File: src/rtl/mux_sel_arbiter.sv
// Round-robin arbiter that shares one s-selected datapath mux between N requesters.
// A grant is locked until the owner pulses done. Release and re-arbitration can
// happen on the same edge, so back-to-back transfers leave no idle gap.
// Optional build macro ARB_TIMEOUT_EN adds a hold counter that force-releases a
// grant after TIMEOUT cycles. Without the macro, timeout is tied to 0.
module mux_sel_arbiter #(
    parameter int unsigned N       = 4,
    parameter int unsigned SELW    = $clog2(N),
    parameter int unsigned TIMEOUT = 64
) (
    input  logic            clk,
    input  logic            reset_n,
    input  logic [N-1:0]    req,
    input  logic            done,
    output logic [N-1:0]    gnt,
    output logic [SELW-1:0] sel,
    output logic            busy,
    output logic            timeout
);

    typedef enum logic [0:0] {StIdle, StOwned} state_e;

    localparam logic [N-1:0] OneHot0 = {{(N-1){1'b0}}, 1'b1};

    if (N < 2 || N > 16 || TIMEOUT < 1) begin : g_param_check
        $error("mux_sel_arbiter: N must be 2..16 and TIMEOUT at least 1");
    end

    state_e          state_q;
    logic [N-1:0]    gnt_q;
    logic [SELW-1:0] sel_q;
    logic [SELW-1:0] ptr_q;
    logic            busy_q;

    logic            tmo_hit;
    logic            release_now;
    logic [SELW-1:0] nxt_ptr;
    logic [SELW-1:0] scan_start;
    logic [N-1:0]    scan_req;
    logic            found;
    logic [SELW-1:0] win;

    // Owner index plus one, wrapped explicitly so non-power-of-two N stays in range
    assign nxt_ptr     = (sel_q == SELW'(N - 1)) ? '0 : sel_q + SELW'(1);
    assign release_now = (state_q == StOwned) && (done || tmo_hit);

    // One scan serves both cases: from ptr in IDLE, or from the post-release
    // pointer with the outgoing owner masked out
    always_comb begin
        scan_start = ptr_q;
        scan_req   = req;
        if (state_q == StOwned) begin
            scan_start = nxt_ptr;
            scan_req   = req & ~gnt_q;
        end
    end

    // First set request scanning upward from scan_start, modulo N
    always_comb begin
        int unsigned idx;
        idx   = 0;
        found = 1'b0;
        win   = '0;
        for (int unsigned i = 0; i < N; i++) begin
            idx = 32'(scan_start) + i;
            if (idx >= N) begin
                idx = idx - N;
            end
            if (!found && scan_req[SELW'(idx)]) begin
                found = 1'b1;
                win   = SELW'(idx);
            end
        end
    end

    // Grant FSM: lock on a winner, hold until release, re-arbitrate on release
    always_ff @(posedge clk) begin
        if (!reset_n) begin
            state_q <= StIdle;
            gnt_q   <= '0;
            sel_q   <= '0;
            ptr_q   <= '0;
            busy_q  <= 1'b0;
        end else begin
            unique case (state_q)
                StIdle: begin
                    if (found) begin
                        state_q <= StOwned;
                        gnt_q   <= OneHot0 << win;
                        sel_q   <= win;
                        busy_q  <= 1'b1;
                    end
                end
                StOwned: begin
                    if (release_now) begin
                        ptr_q <= nxt_ptr;
                        if (found) begin
                            gnt_q <= OneHot0 << win;
                            sel_q <= win;
                        end else begin
                            state_q <= StIdle;
                            gnt_q   <= '0;
                            busy_q  <= 1'b0;
                        end
                    end
                end
                default: begin
                    state_q <= StIdle;
                end
            endcase
        end
    end

`ifdef ARB_TIMEOUT_EN
    localparam int unsigned CntW = $clog2(TIMEOUT + 1);

    logic [CntW-1:0] cnt_q;
    logic            timeout_q;

    // done wins over the limit, so a coinciding release is a normal one
    assign tmo_hit = (state_q == StOwned) && (cnt_q == CntW'(TIMEOUT - 1)) && !done;

    // Hold counter restarts whenever an ownership is not simply continuing
    always_ff @(posedge clk) begin
        if (!reset_n) begin
            cnt_q     <= '0;
            timeout_q <= 1'b0;
        end else begin
            timeout_q <= release_now && tmo_hit;
            if (state_q != StOwned || release_now) begin
                cnt_q <= '0;
            end else begin
                cnt_q <= cnt_q + CntW'(1);
            end
        end
    end

    assign timeout = timeout_q;
`else
    assign tmo_hit = 1'b0;
    assign timeout = 1'b0;
`endif

    assign gnt  = gnt_q;
    assign sel  = sel_q;
    assign busy = busy_q;

endmodule

File: config.mk
export PLATFORM = sky130hd
export DESIGN_NAME = mux_sel_arbiter
export DESIGN_NICKNAME = d
export VERILOG_FILES = /design/src/rtl/mux_sel_arbiter.sv
export SDC_FILE = /design/constraint.sdc
export NUM_CORES = 1
export LEC_CHECK = 0
export ABC_AREA = 1
export CAP_MARGIN = 10
export CORE_MARGIN = 3
export CORE_UTILIZATION = 49
export CTS_CLUSTER_SIZE = 16
export DETAILED_ROUTE_END_ITERATION = 12
export PLACE_DENSITY_LB_ADDON = 0.25
export SYNTH_ARGS = -nofsm -noshare
export SYNTH_HDL_FRONTEND = slang
export SYNTH_SLANG_ARGS = --single-unit
File: constraint.sdc
create_clock -name clk -period 3.3 [get_ports clk]
set_input_delay 0.66 -clock clk [delete_from_list [all_inputs] [get_ports clk]]
set_output_delay 0.66 -clock clk [all_outputs]
set_load 0.01 [all_outputs]
==> impl_metrics.env <==
export IMPL_postCtsHoldBufs=0
export IMPL_async_reset_ff_frac=0
export IMPL_dp_cells=168
export IMPL_diodes=0
export IMPL_num_rows=14
export IMPL_coreArea_mm2=0.001541
export IMPL_cp_end_kind="flip-flop"
export IMPL_hold_path_startpoint="ptr_q[1]$_SDFFE_PN0P_"
export IMPL_synth_warnings=0
export IMPL_fp_dieH_um=47.12
export IMPL_wl_mm=1.984
export IMPL_fin_tns_setup_ns=0
export IMPL_p_int_uw=433.3
export IMPL_rsz0062_at_grt="false"
export IMPL_fin_cells=172
export IMPL_crit_fanout=10
export IMPL_p_switching_uw=427.8
export IMPL_finalHoldViolCount=0
export IMPL_clock_latency_ns=0.26
export IMPL_synth_common_cells="nand2_1 (43), nand3_1 (20), inv_1 (17)"
export IMPL_rr_startpoint="sel[0]$_SDFFE_PN0P_"
export IMPL_postLayoutCoreUtil=0.6461
export IMPL_cts_tree="built"
export IMPL_synth_edf_count=0
export IMPL_cts_resized=0
export IMPL_crit_path_max_incr_delay_ns=0.36
export IMPL_period_minus_slack_ns=2.278
export IMPL_postCtsSetupBuffers=0
export IMPL_syn_area_per_cell_um2=5.874
export IMPL_synth_nets=149
export IMPL_dp_hpwl_mm=1.571
export IMPL_cpMostUsedCell="nor2_1"
export IMPL_p_sw_frac=0.4968
export IMPL_finClkSkew_ns=0.006034
export IMPL_leakage_nw=0.5070
export IMPL_ctsLongestPathBuffers=2
export IMPL_port_buffer_count=13
export IMPL_vias=943
export IMPL_fin_nets=165
export IMPL_yosysTopAreaCell="dfxtp_1"
export IMPL_finalCritPeriodShare=0.6904
export IMPL_ys_seq_area_frac=0.2417
export IMPL_setup_violations_final=0
export IMPL_route_detailed_drc=0
export IMPL_combPwrFrac=0.645
export IMPL_netlist_instances=141
export IMPL_drt_iter0_drc=30
export IMPL_worstSetupStartpointType="flip-flop"
export IMPL_cp_arrival_ns=2.43
export IMPL_syn_area_um2=828.3
export IMPL_grt_pass1_vias=814
export IMPL_layout_drive_gt1_share=0.1346
export IMPL_crit_chain="ha_1 > nor2_1 > nand2_2 > nand2_4 > nand2_1 > nand2_1 > nand2_1 > nand2_2 > nand3_2 > nor2_2 > nor2_2 > nand3_1 > nor2_1 > nor2_1 > nor2_1"
export IMPL_power_density_mw_per_mm2=864.5
export IMPL_clock_sinks=10
export IMPL_status="completed"
export IMPL_pre_cts_slack_ns=0.9175
export IMPL_routedWlPerCell_um=11.53
export IMPL_clk_pin_slew_ns=0.07
export IMPL_grt_max_degree=14
export IMPL_crit_required_ns=3.46
export IMPL_synth_cell_types=22
export IMPL_peakVddDrop_mv=0.4466
export IMPL_maxCapViolCount=0
export IMPL_die_x_um=47.12
export IMPL_cts_buffers=3
export IMPL_share_seq_of_total_power=0.229
export IMPL_grt_total_usage=0.2023
export IMPL_ant_nets=0
export IMPL_grt_pass1_wl_mm=3.332
export IMPL_gr_total_overflow=0
export IMPL_synth_most_common_cell="nand2_1"
export IMPL_startpoint="sel[0]$_SDFFE_PN0P_"
export IMPL_fin_ws_ns=1.022
export IMPL_syn_to_final_growth_pct=20.24
export IMPL_critical_path_slowest_cell="dfxtp_1"
export IMPL_clock_fmax_mhz=438.9
export IMPL_place_congestion=0.9677
export IMPL_synthTopCellsByArea="dfxtp_1 (24%), nand2_1 (19%), nand3_1 (12%)"
export IMPL_ys_flop_type="dfxtp_1"
export IMPL_critPathKind="reg -> reg"
export IMPL_ys_ff_latch=10
export IMPL_io_pins=15
export IMPL_start_util=0.5373
export IMPL_cts_max_level=1
export IMPL_clkPwrFrac=0.126
export IMPL_cts_root_buf="clkbuf_4"
export IMPL_antenna_found_initial=0
export IMPL_final_max_slew_viol_count=0
export IMPL_hold_class="reg -> reg"
export IMPL_dr_pass1_iters=4
export IMPL_viasPerCell=5.483
export IMPL_die_area_mm2=0.002220
export IMPL_synth_top_area_frac=0.2417
## power groups by stage
stage / clock, mW / sequential (mW) / combinational (mW)
floorplan: 0 / 0.205 / 0.387
global placement: 0 / 0.198 / 0.542
detailed placement: 0 / 0.199 / 0.545
CTS: 0.110 / 0.196 / 0.550
global route: 0.114 / 0.202 / 0.622
finish: 0.109 / 0.197 / 0.555
## area by class of cell
cell class | count | area (um^2)
Fill cell | 140 | 545.5
Multi-Input combinational cell | 112 | 545.5
Clock buffer | 4 | 36.28
Sequential cell | 10 | 200.2
Tap cell | 16 | 20.02
Inverter | 17 | 63.81
Timing Repair Buffer | 13 | 130.1
## per-stage QoR
| step | cell area, um^2 | hold slack, ns | power [mW] |
|---|---|---|---|
| final | 996.0 | 0.4789 | 0.8610 |
| after CTS | 996.0 | 0.4814 | 0.8563 |
| after global placement | 959.7 | 0.4592 | 0.7395 |
| after global routing | 996.0 | 0.5063 | 0.9391 |
| after floorplan | 828.3 | 0.4431 | 0.5912 |
| after detailed placement | 959.7 | 0.4707 | 0.7446 |
## state kept, by name (all words and copies together), names as in the netlist
register and count:
gnt 4, ptr_q 2, sel 2, busy 1
state_q 1
## layout by cell type (no fill, tap or decap), drive strengths merged, types with 4 or more instances in the layout
cell type and n:
clkdlybuf4s50 13, a21oi 7, nand3 21, nand2 54, inv 17, nor2 15, clkbuf 4, o21ai 7
dfxtp 10
## worst paths after layout
check                                              to  slack (ns)  depth (start not counted)
worst max-delay path              gnt[2]$_SDFFE_PN0P_        1.02                         15
worst min-delay path            ptr_q[1]$_SDFFE_PN0P_        0.48                          2
worst max register to register    gnt[2]$_SDFFE_PN0P_        1.02                         15
worst min register to register  ptr_q[1]$_SDFFE_PN0P_        0.48                          2
## layer usage
layer | track usage | part of all wire
met1 | 0.2779 | 0.47
met2 | 0.3252 | 0.47
met3 | 0.01149 | 0.053
met4 | 0.08840 | 0.011
met5 | 0 | 0
## cells by family (layout without fill, tap and decap cells)
| kind of cell | after synthesis | in the layout | share of synthesized area |
|---|---|---|---|
| other | 1 | 1 | 0.004527 |
| flip-flops | 10 | 10 | 0.2417 |
| AND/OR/NAND/NOR | 94 | 94 | 0.5272 |
| buffers and inverters | 19 | 34 | 0.09970 |
| adder cells (fa/ha/maj) | 1 | 1 | 0.01510 |
| AO/OA/AOI/OAI | 16 | 16 | 0.1118 |
## critical path: cells and delay by family (launching register included)
family        cells  cell delay (ns)
flops             1             0.36
fa+ha+maj         1             0.22
simple gates     14             1.56
No activity file was read; power rests on OpenSTA's default activity.
